File: config.mk
export PLATFORM = sky130hd
export DESIGN_NAME = tl_math_sequencer_flat
export DESIGN_NICKNAME = d
export VERILOG_FILES = /design/src/rtl/tl_math_seq_if.sv /design/src/rtl/tl_math_sequencer.sv /design/src/flat_wrapper.sv
export SDC_FILE = /design/constraint.sdc
export NUM_CORES = 1
export LEC_CHECK = 0
export ABC_AREA = 1
export CAP_MARGIN = 30
export CORE_MARGIN = 2
export CORE_UTILIZATION = 44
export DETAILED_ROUTE_END_ITERATION = 7
export GPL_TIMING_DRIVEN = 0
export MAX_ROUTING_LAYER = met4
export PLACE_DENSITY = 0.82
export SYNTH_ARGS = -nofsm -noshare
export SYNTH_HDL_FRONTEND = slang
export SYNTH_SLANG_ARGS = --single-unit
File: constraint.sdc
create_clock -name clock -period 1.25 [get_ports clock]
set_clock_uncertainty 0.1 [all_clocks]
set_input_delay 0.25 -clock clock [delete_from_list [all_inputs] [get_ports clock]]
set_output_delay 0.25 -clock clock [all_outputs]
set_load 0.05 [all_outputs]
File: src/rtl/tl_math_seq_if.sv
// Handshake bundle between the top-level FSM, the TL_Math sub-FSMs and the sequencer.
// The slave modport is the sequencer; the master modport is everything around it.
interface tl_math_seq_if #(
  parameter int NUM_STAGES = 4,
  parameter int SEL_W      = 2
);
  logic                  start;
  logic [NUM_STAGES-1:0] stage_en;
  logic [NUM_STAGES-1:0] done_in;
  logic [NUM_STAGES-1:0] start_out;
  logic [SEL_W-1:0]      sel;
  logic                  grant;
  logic                  busy;
  logic                  done;
  logic [15:0]           frame_count;
  logic                  timeout_err;

  modport master (
    output start, stage_en, done_in,
    input  start_out, sel, grant, busy, done, frame_count, timeout_err
  );

  modport slave (
    input  start, stage_en, done_in,
    output start_out, sel, grant, busy, done, frame_count, timeout_err
  );
endinterface

File: src/rtl/tl_math_sequencer.sv
// Launches each enabled TL_Math stage in order and owns the shared-datapath select.
// Define TL_MATH_SEQ_WATCHDOG_EN to compile in the WAIT-state watchdog (timeout_err).
module tl_math_sequencer #(
  parameter int NUM_STAGES = 4,
  parameter int SEL_W      = 2,
  parameter int TIMEOUT    = 1023
) (
  input  logic         clock,
  input  logic         reset,
  tl_math_seq_if.slave bus
);
  if (NUM_STAGES < 2 || NUM_STAGES > (1 << SEL_W) || TIMEOUT < 1) begin : g_param_check
    $error("tl_math_sequencer: illegal parameter combination");
  end

  typedef enum logic [2:0] {S_IDLE, S_LAUNCH, S_WAIT, S_NEXT, S_FINISH} state_t;

  typedef struct packed {
    logic             found;
    logic [SEL_W-1:0] idx;
  } first_t;

  // Lowest set bit of mask at index lo or above.
  function automatic first_t first_set(input logic [NUM_STAGES-1:0] mask, input int lo);
    first_t r;
    r.found = 1'b0;
    r.idx   = '0;
    for (int i = NUM_STAGES - 1; i >= 0; i--) begin
      if (mask[i] && i >= lo) begin
        r.found = 1'b1;
        r.idx   = SEL_W'(i);
      end
    end
    return r;
  endfunction

  state_t                state_q, state_d;
  logic [SEL_W-1:0]      idx_q, idx_d;
  logic [NUM_STAGES-1:0] en_q, en_d;
  logic [15:0]           frame_count_q;
  first_t                first_start, first_next;

  logic [NUM_STAGES-1:0] start_out_c;
  logic [SEL_W-1:0]      sel_c;
  logic                  grant_c, busy_c, done_c;

`ifdef TL_MATH_SEQ_WATCHDOG_EN
  logic [15:0] wd_cnt_q, wd_cnt_d;
  logic        err_q, err_d;
`endif

  assign first_start = first_set(bus.stage_en, 0);
  assign first_next  = first_set(en_q, int'(idx_q) + 1);

  // NOTE: every output of this block gets a default first, so no path leaves a latch behind.
  always_comb begin
    state_d     = state_q;
    idx_d       = idx_q;
    en_d        = en_q;
    start_out_c = '0;
    sel_c       = idx_q;
    grant_c     = 1'b0;
    busy_c      = 1'b1;
    done_c      = 1'b0;
`ifdef TL_MATH_SEQ_WATCHDOG_EN
    wd_cnt_d    = wd_cnt_q;
    err_d       = err_q;
`endif
    unique case (state_q)
      S_IDLE: begin
        sel_c  = '0;
        busy_c = 1'b0;
        if (bus.start) begin
          en_d    = bus.stage_en;
          idx_d   = first_start.idx;
          state_d = first_start.found ? S_LAUNCH : S_FINISH;
`ifdef TL_MATH_SEQ_WATCHDOG_EN
          err_d   = 1'b0;
`endif
        end
      end
      S_LAUNCH: begin
        start_out_c = NUM_STAGES'(1) << idx_q;
        grant_c     = 1'b1;
        state_d     = S_WAIT;
`ifdef TL_MATH_SEQ_WATCHDOG_EN
        wd_cnt_d    = '0;
`endif
      end
      S_WAIT: begin
        grant_c = 1'b1;
        if (bus.done_in[idx_q]) begin
          state_d = S_NEXT;
        end
`ifdef TL_MATH_SEQ_WATCHDOG_EN
        else begin
          // Expiry abandons the remaining stages but still closes the frame.
          wd_cnt_d = wd_cnt_q + 16'd1;
          if (wd_cnt_d == 16'(TIMEOUT)) begin
            err_d   = 1'b1;
            state_d = S_FINISH;
          end
        end
`endif
      end
      S_NEXT: begin
        if (first_next.found) begin
          idx_d   = first_next.idx;
          state_d = S_LAUNCH;
        end else begin
          state_d = S_FINISH;
        end
      end
      S_FINISH: begin
        done_c  = 1'b1;
        state_d = S_IDLE;
      end
      default: state_d = S_IDLE;
    endcase
  end

  // NOTE: state registers use non-blocking assignments so every flop samples pre-edge values.
  always_ff @(posedge clock or negedge reset) begin
    if (!reset) begin
      state_q       <= S_IDLE;
      idx_q         <= '0;
      en_q          <= '0;
      frame_count_q <= '0;
    end else begin
      state_q <= state_d;
      idx_q   <= idx_d;
      en_q    <= en_d;
      if (state_q == S_FINISH) begin
        frame_count_q <= frame_count_q + 16'd1;
      end
    end
  end

`ifdef TL_MATH_SEQ_WATCHDOG_EN
  always_ff @(posedge clock or negedge reset) begin
    if (!reset) begin
      wd_cnt_q <= '0;
      err_q    <= 1'b0;
    end else begin
      wd_cnt_q <= wd_cnt_d;
      err_q    <= err_d;
    end
  end

  assign bus.timeout_err = err_q;
`else
  assign bus.timeout_err = 1'b0;
`endif

  // Outputs decode the asynchronously reset state, so they drop as soon as reset asserts.
  assign bus.start_out   = start_out_c;
  assign bus.sel         = sel_c;
  assign bus.grant       = grant_c;
  assign bus.busy        = busy_c;
  assign bus.done        = done_c;
  assign bus.frame_count = frame_count_q;
endmodule

File: src/flat_wrapper.sv
// flat-port wrapper written by rule: the top's interface ports become plain ports
module tl_math_sequencer_flat 
#(
  parameter int NUM_STAGES = 4,
  parameter int SEL_W      = 2,
  parameter int TIMEOUT    = 1023
)
  (clock, reset, bus_start, bus_stage_en, bus_done_in, bus_start_out, bus_sel, bus_grant, bus_busy, bus_done, bus_frame_count, bus_timeout_err);
  tl_math_seq_if #(.NUM_STAGES(NUM_STAGES), .SEL_W(SEL_W)) bus_i ();
  input  logic clock;
  input  logic reset;
  input wire logic [$bits(bus_i.start)-1:0] bus_start;
  input wire logic [$bits(bus_i.stage_en)-1:0] bus_stage_en;
  input wire logic [$bits(bus_i.done_in)-1:0] bus_done_in;
  output wire logic [$bits(bus_i.start_out)-1:0] bus_start_out;
  output wire logic [$bits(bus_i.sel)-1:0] bus_sel;
  output wire logic [$bits(bus_i.grant)-1:0] bus_grant;
  output wire logic [$bits(bus_i.busy)-1:0] bus_busy;
  output wire logic [$bits(bus_i.done)-1:0] bus_done;
  output wire logic [$bits(bus_i.frame_count)-1:0] bus_frame_count;
  output wire logic [$bits(bus_i.timeout_err)-1:0] bus_timeout_err;
  assign bus_i.start = bus_start;
  assign bus_i.stage_en = bus_stage_en;
  assign bus_i.done_in = bus_done_in;
  assign bus_start_out = bus_i.start_out;
  assign bus_sel = bus_i.sel;
  assign bus_grant = bus_i.grant;
  assign bus_busy = bus_i.busy;
  assign bus_done = bus_i.done;
  assign bus_frame_count = bus_i.frame_count;
  assign bus_timeout_err = bus_i.timeout_err;
  tl_math_sequencer #(.NUM_STAGES(NUM_STAGES), .SEL_W(SEL_W), .TIMEOUT(TIMEOUT)) u_core (.clock(clock), .reset(reset), .bus(bus_i));
endmodule
== After elaboration in Yosys (flattened, before gate mapping) ==
Cells that the tools add are included.

* ROM bits: 0
* Output and inout bits: 26
* Word-level logic and storage cells: 52
* Latch bits: 0
* Bits in writable memories: 0
* Memories: 0
* Input bits: 11
* Flip-flop bits (word level): 25

* Reductions and logical operators: 10
* Div/mod/pow operators: 0
* Order comparisons: 5
* Multiply operators: 0
* Equality and inequality tests: 7
* Bitwise gates (word level): 0
* Mux-type cells: 23
* Shift operators: 1
* Add/subtract/negate cells: 2

{| class="wikitable"
|+ Operators by type and width
! operator !! count
|-
| $ge A3 B32 Y1 const A || 2
|-
| $mux W3 || 12
|-
| $ge A1 B32 Y1 const A || 1
|-
| $ge A2 B32 Y1 const A || 1
|-
| $add A16 B1 Y16 const B || 1
|-
| $pmux W3 S4 || 1
|-
| $eq A3 B2 Y1 const B || 2
|-
| $mux W2 || 3
|-
| $logic_and A1 B1 Y1 || 4
|-
| $mux W1 || 4
|-
| $mux W4 || 1
|-
| $ne A2 B1 Y1 const B || 2
|-
| $pmux W2 S2 || 1
|-
| $reduce_and A2 Y1 || 2
|-
| $shl A1 B2 Y4 const A || 1
|-
| $add A2 B1 Y3 const B || 1
|-
| $eq A3 B1 Y1 const B || 1
|-
| $eq A3 B3 Y1 const B || 1
|-
| $logic_not A3 Y1 || 1
|-
| $lt A2 B3 Y1 const B || 1
|-
| $reduce_and A3 Y1 || 1
|-
| $bmux W1 S2 || 1
|-
| $ne A2 B2 Y1 const B || 1
|-
| $reduce_bool A2 Y1 || 1
|-
| $reduce_or A2 Y1 || 1
|}

== Depth between registers and ports, before layout ==
Gate-level depths: netlist (run 1).

* Depth after elaboration: 9
* Mapped depth: 8
* Depth with buffers taken out: 8

== Worst setup path after synthesis (run 1) ==
Ideal clock, no wire load.

* Path type: reg-to-output
* Start: reg u_core.state_q[2]
* End: out bus_start_out[0]
* Data arrival time: 1.757 ns
* Cell stages (with the launch flop): 4
* Path slack: -0.857 ns
* Required time: 0.900 ns
* Path buffers: 0
* Cell sequence: dfrtp_1 -> inv_1 -> nand3_1 -> nor3_1

* Word-level cells in the longest chain between the ends: 2

{| class="wikitable"
|+ RTL lines
! element !! RTL line !! text
|-
| from (decl) || tl_math_sequencer.sv:37 || <nowiki>state_t state_q, state_d;</nowiki>
|-
| from (signal assigned) || tl_math_sequencer.sv:130 || <nowiki>state_q <= state_d;</nowiki>
|-
| $eq A3 B1 Y1 || tl_math_sequencer.sv:69 || <nowiki>unique case (state_q)</nowiki>
|-
| $mux W4 || tl_math_sequencer.sv:69 ||
|-
| to (decl) || flat_wrapper.sv:15 || <nowiki>output wire logic [$bits(bus_i.start_out)-1:0] bus_start_out;</nowiki>
|}

No other way between the ends.

== Final worst setup path (run 1) ==
* Start: reg u_core.state_q[1]
* End: out bus_start_out[2]

Same word-level chain as after synthesis.

==> results by group, run 1 <==
Run status
  • Status: finished, violations left
  • Failing checks: negative setup slack

Setup path
  • Reg2reg end: u_core.bus.frame_count[14]$_DFFE_PN0P_
  • CP arrival: 1.39 ns
  • CP endpoint kind: output pin
  • R2R depth: 9
  • WS Path Type: reg -> out
  • CP max FO: 5
  • CP required: 0.90 ns
  • Worst Setup Start Kind: register
  • R2R setup slack: -0.41 ns
  • Reg2reg start: u_core.state_q[1]$_DFFE_PN0P_

Hold path
  • Worst hold path type: in -> async

Clocking
  • Total clock sinks: 24
  • CTS tree: yes
  • Root buffer cell: clkbuf_4
  • Register clock-pin slew on the reported worst setup and hold paths: 0.14 ns
  • Hold Buf Count CTS: 0
  • H-tree depth: 1
  • CTS max path bufs: 2
  • Clock buffer count from CTS: 3
  • Clk Latency, worst-skew pair: 0.32 ns

Final layout
  • Area grow syn2layout: 70.9%
  • Register Area: 626 µm²
  • Final antenna diode count: 0
  • Share of cells above drive strength 1: 48.7%
  • Fill count: 196
  • Final Util: 80.4%
  • Multi-input logic area: 943 µm²
  • Nets: 290

Timing
  • RSZ-0062 raised after global routing: yes
  • Final setup margin: -0.494 ns
  • Slew of the pin with the lowest slew margin: 0.519 ns
  • Slew HR: 65.3%
  • Fin crit share: 140%
  • Final Hold Viols: 0
  • Setup violators final: 47
  • Max frequency: 0.573 GHz
  • Max-slew violations: 0
  • Fin crit period: 1.74 ns

Synthesis
  • Post-synth ARST share: 100%
  • Ys flop type: dfrtp_1
  • Post-synthesis sequential area ratio: 41.1%
  • Synth cell count leaders: nand2_1 (62), inv_1 (25), dfrtp_1 (24), nor2_1 (24), nand3_1 (20)
  • Synth Register Bits: 24
  • Distinct cells, synth: 23
  • EDFF count, synth: 0
  • Yosys top cell area share: 41.1%
  • Most frequent cell after synthesis: nand2_1
  • Ranking of synthesized cells by area: dfrtp_1 (41%), nand2_1 (16%), nand3_1 (6.9%)
  • Ys Warns: 0
  • Net Count, Synth: 211
  • Mapped Cells: 199
  • Synth area leader: dfrtp_1
  • Syn Area/Cell: 7.34 µm²
  • Post-synthesis cell area: 1460 µm²

Routing
  • DRC Markers: 0
  • Final WL: 4.03 mm
  • Antenna-violating nets left: 0
  • WL/cell: 12.5 µm
  • Met3 Wirelength: 123 µm
  • Max Used Layer: met4
  • Met1 wire length: 1.76 mm
  • Met2 WL post-DR: 2.10 mm
  • Post-DR vias/cell: 4.90
  • Iter 0 DRT Violations: 59
  • Vias: 1573
  • DRT Pass-1 Iters: 4

Power and ir drop
  • Clock power share: 9.5%
  • Psw: 2.13 mW
  • Leakage power: 1.26 nW
  • Total power: 4.44 mW
  • Max VDD drop: 1.17 mV
  • P_int: 2.31 mW
  • Sequential fraction of design power: 26.2%
  • PwrDens: 1780 nW/µm²
  • Combinational Power Share: 64.3%
  • Sw Share: 48.0%

Placement
  • PortBufs: 35
  • Final GP Congestion: 0.851
  • DP Wirelength: 2.52 mm

GRT
  • Vias in the first global route: 1502
  • Largest net degree at the start of global routing: 17
  • First-pass GRT wire length: 6.70 mm
  • Overflow after GRT: 0
  • Initial antenna violation count: 0
  • GRT Total Usage: 24.4%

Die
  • Die X: 61.6 µm
  • Core Region: 3100 µm²
  • Overall die area: 3800 µm²
  • Cell row count: 20
  • Chip Height: 61.6 µm
  • Initial Util: 47.1%
  • Top Ports: 37

Flow run
  • Max-cap viol count: 0
==> logic make-up after synthesis <==
family,synth area share [%]
AO/OA/AOI/OAI,2.40
XOR/XNOR,4.20
adder cells (fa/ha/maj),0.857
buffers and inverters,7.54
flip-flops,41.1
other,0.257
AND/OR/NAND/NOR,43.6
==> final cells by class <==
type                       count  share of cell area (%)
multi-input combinational    148                    37.8
sequential                    24                    25.1
clock buffer                   4                    1.45
timing repair buffer          74                    28.7
inverter                      26                    4.41
tap                           44                    2.21
buffer                         1                   0.301
==> through the flow <==
stage                     area, µm²  hold slack (ns)  worst slack, ns  TNS [ns]  cells
after floorplan                1610           -0.146           -0.333     -3.32    199
after global placement         2020            0.380           -0.821    -25.67    278
after detailed placement       2040            0.393           -0.846    -14.55    279
after CTS                      2390            0.159           -0.464     -7.99    314
after global routing           2490            0.171           -0.553    -12.31    321
final                          2490            0.151           -0.494     -9.53    321
==> power by group through the flow <==
stage | logic (mW) | clock network, mW | registers (mW)
final | 2.86 | 0.421 | 1.16
after global placement | 1.88 | 0 | 1.22
after global routing | 3.04 | 0.464 | 1.18
after floorplan | 1.30 | 0 | 1.32
after detailed placement | 1.92 | 0 | 1.24
after CTS | 2.57 | 0.429 | 1.16
==> metal layers <==
metal  vias to the layer above  track usage, %
met5                         -               -
met4                         0            5.78
met3                         4            3.78
met2                        36            40.3
met1                       749            31.6
li1                        784               -
==> state kept, by name, summed over array words and instances, names as in the netlist <==
name,flops
u_core.idx_q,2
u_core.bus.frame_count,16
u_core.state_q,3
u_core.en_q,3
==> what timing repair did <==
item,4_1_cts,5_1_grt
setup endpoints to repair,45,48
resized for setup,195,15
pin swaps,8,6
setup buffers,31,7
==> cell usage in the layout, fill, tap and decap left out, types with 4 or more instances in the layout <==
cell type / netlist / routed
nand2_1: 62 / 54
buf_4: 1 / 36
buf_6: 0 / 25
inv_1: 25 / 17
dfrtp_2: 0 / 17
nor2_1: 24 / 16
nand3_1: 20 / 16
clkdlybuf4s50_1: 0 / 10
nor2_4: 4 / 9
inv_2: 0 / 6
nand2_4: 3 / 6
nand2_2: 2 / 6
dfrtp_1: 24 / 6
nor2_2: 2 / 5
o21ai_1: 0 / 5
nand4_1: 5 / 5
nor3_4: 0 / 4
xor2_1: 4 / 4
==> worst max-delay path, stage by stage, from the launching register on <==
cell     delay (ns)
dfrtp_1        0.43
inv_2          0.09
nand3_4        0.15
nor3_4         0.21
buf_6          0.19
==> worst max-delay path by stage <==
stage / depth (start not counted) / endpoint / slack [ns] / startpoint
2_1_floorplan: 7 / u_core.state_q[0]$_DFFE_PN0P_ / -0.33 / u_core.state_q[1]$_DFFE_PN0P_
3_3_place_gp: 4 / bus_start_out[1] / -0.82 / u_core.state_q[2]$_DFFE_PN0P_
3_5_place_dp: 3 / bus_start_out[2] / -0.85 / u_core.idx_q[1]$_DFFE_PN0P_
4_1_cts: 4 / bus_start_out[2] / -0.46 / u_core.state_q[1]$_DFFE_PN0P_
5_1_grt: 5 / bus_busy / -0.55 / u_core.state_q[0]$_DFFE_PN0P_
6_report: 4 / bus_start_out[2] / -0.49 / u_core.state_q[1]$_DFFE_PN0P_
No activity file was read; power rests on OpenSTA's default activity.
==> run 2: changes to the inputs <==
Clock period 1.25 ns to 1.5 ns, I/O delays scaled along.
==> run 2 against run 1 <==
Hold slack better by 0.066 ns. Critical endpoint is now bus_busy. The flow still finishes with violations (negative setup slack). Critical path type unchanged. Non-clock buffer count is 23 lower. Design area is 16% lower. Flip-flop and latch count stayed put.
==> results by group, run 2 (synthesis gave the netlist of run 1 again) <==
Run status
  • Status: finished, violations left
  • Failing checks: negative setup slack

Die
  • Overall die area: 3800 µm² (unchanged)
  • Core Region: 3100 µm² (unchanged)
  • Top Ports: 37 (unchanged)
  • Initial Util: 47.1% (unchanged)
  • Chip Height: 61.6 µm (unchanged)
  • Cell row count: 20 (unchanged)
  • Die X: 61.6 µm (unchanged)

Power and ir drop
  • PwrDens: 1620 nW/µm² (-8.8%)
  • Psw: 1.59 mW (-26%)
  • Clock power share: 13.8% (+4.3 points)
  • Sequential fraction of design power: 28.2% (+2.0 points)
  • Sw Share: 46.8% (-1.2 points)
  • Max VDD drop: 1.12 mV (-4.5%)
  • Combinational Power Share: 58.0% (-6.3 points)
  • P_int: 1.80 mW (-22%)
  • Leakage power: 1.10 nW (-13%)

Timing
  • Final Hold Viols: 0 (unchanged)
  • Fin crit period: 1.76 ns
  • Max-slew violations: 0 (unchanged)
  • Slew of the pin with the lowest slew margin: 0.562 ns (+0.0429 ns)
  • Fin crit share: 117%
  • Max frequency: 0.567 GHz
  • Post-route setup TNS: -2.44 ns (+7.09 ns)
  • Final setup margin: -0.262 ns (+0.232 ns)
  • Setup violators final: 15 (-68%)
  • RSZ-0062 raised after global routing: yes
  • Slew HR: 62.4% (-2.9 points)

Setup path
  • Worst Setup Start Kind: register
  • Reg2reg start: u_core.state_q[0]$_DFFE_PN0P_
  • R2R depth: 9 (unchanged)
  • Reg2reg end: u_core.state_q[0]$_DFFE_PN0P_
  • R2R setup slack: -0.16 ns (+0.25 ns)
  • CP max FO: 5 (unchanged)
  • WS Path Type: reg -> out
  • CP required: 1.10 ns (+0.20 ns)
  • CP arrival: 1.36 ns (-0.03 ns)
  • CP endpoint kind: output pin

Clocking
  • Root buffer cell: clkbuf_4
  • Clk Latency, worst-skew pair: 0.32 ns (about the same)
  • Register clock-pin slew on the reported worst setup and hold paths: 0.14 ns (about the same)
  • Hold Buf Count CTS: 0 (unchanged)
  • Total clock sinks: 24 (unchanged)
  • CTS max path bufs: 2 (unchanged)
  • Clock buffer count from CTS: 3 (unchanged)
  • CTS tree: yes
  • H-tree depth: 1 (unchanged)

GRT
  • First-pass GRT wire length: 5.60 mm (-16%)
  • Largest net degree at the start of global routing: 15 (-2)
  • Initial antenna violation count: 0 (unchanged)
  • GRT Total Usage: 20.4% (-4.0 points)
  • Overflow after GRT: 0 (unchanged)
  • Vias in the first global route: 1289 (-14%)

Flow run
  • Max-cap viol count: 0 (unchanged)

Final layout
  • Multi-input logic area: 831 µm² (-12%)
  • Nets: 267 (-7.9%)
  • Final Util: 67.3% (-13 points)
  • Design area: 2090 µm² (-16%)
  • Final antenna diode count: 0 (unchanged)
  • Register Area: 617 µm² (-1.4%)
  • Largest register FFs: 16 (unchanged)
  • Area grow syn2layout: 43.0%
  • Fill count: 253 (+29%)
  • Share of cells above drive strength 1: 35.0% (-14 points)
  • Most frequent cells in the layout: nand2_1 (60), inv_1 (21), nor2_1 (20)
  • Most common cell after layout, fill and taps aside: nand2_1

Routing
  • WL/cell: 11.8 µm (-6.2%)
  • Antenna-violating nets left: 0 (unchanged)
  • Final WL: 3.51 mm (-13%)
  • Iter 0 DRT Violations: 82 (+39%)
  • Vias: 1445 (-8.1%)
  • Post-DR vias/cell: 4.85 (-1.0%)
  • DRC Markers: 0 (unchanged)
  • DRT Pass-1 Iters: 4 (unchanged)

Placement
  • DP Wirelength: 2.50 mm (-0.79%)
  • Pre-CTS setup slack: -0.612 ns (+0.234 ns)
  • Area after DPL: 1950 µm² (-4.5%)
  • Final GP Congestion: 0.864 (+1.5%)
  • PortBufs: 35 (unchanged)

Hold path
  • Worst hold path type: in -> async
-- run 2: changes by cell type in the layout (fill, tap and decap cells not counted), sizes merged --
cell    previous run  this run
clkbuf             4         6
buf               65        39
bufinv             0         1
-- run 2: cell type report --
cell class                 count  share of cell area [%]
inverter                      26                    4.91
clock inverter                 1                    1.44
tap                           44                    2.64
buffer                         1                   0.359
sequential                    24                    29.5
timing repair buffer          51                    20.3
clock buffer                   3                    1.08
multi-input combinational    148                    39.8
-- run 2: worst max path at each step --
stage,startpoint,endpoint,slack (ns),depth (start not counted)
floorplan,u_core.state_q[1]$_DFFE_PN0P_,u_core.state_q[0]$_DFFE_PN0P_,-0.08,7
CTS,u_core.state_q[1]$_DFFE_PN0P_,bus_busy,-0.25,5
finish,u_core.state_q[0]$_DFFE_PN0P_,bus_busy,-0.26,5
global placement,u_core.idx_q[1]$_DFFE_PN0P_,bus_start_out[2],-0.62,3
global route,u_core.state_q[1]$_DFFE_PN0P_,bus_start_out[0],-0.32,4
detailed placement,u_core.idx_q[1]$_DFFE_PN0P_,bus_start_out[2],-0.61,3
-- run 2: layer usage --
metal | routed length (µm) | global-route usage (%)
met5 | 0 | -
met1 | 1520 | 25.0
met3 | 107 | 3.99
met2 | 1820 | 34.3
met4 | 67 | 5.47
-- run 2: stage by stage --
| stage | power, mW | hold WS (ns) | instances |
|---|---|---|---|
| floorplan | 2.11 | -0.0956 | 199 |
| global placement | 2.51 | 0.368 | 278 |
| detailed placement | 2.55 | 0.387 | 279 |
| CTS | 3.27 | 0.226 | 293 |
| global route | 3.57 | 0.222 | 298 |
| finish | 3.39 | 0.217 | 298 |
-- run 2: timing repair --
item                                    CTS  global route
pin swaps                                 7             4
gates cloned                              0             0
endpoints found under the setup margin   27            28
gates resized for setup                 153            11
buffers inserted                         10             5
-- run 2: worst max-delay path, cell delays in order (launching register included) --
cell and delay [ns]:
dfrtp_2 0.48, inv_2 0.09, nand2_2 0.07, nor2_4 0.17
inv_2 0.07, buf_8 0.15
-- run 2: power by group through the flow --
stage,registers (mW),logic [mW],clock network (mW)
CTS,0.969,1.83,0.475
floorplan,1.07,1.03,0
global placement,0.994,1.52,0
finish,0.956,1.97,0.466
detailed placement,0.999,1.55,0
global route,0.975,2.09,0.503
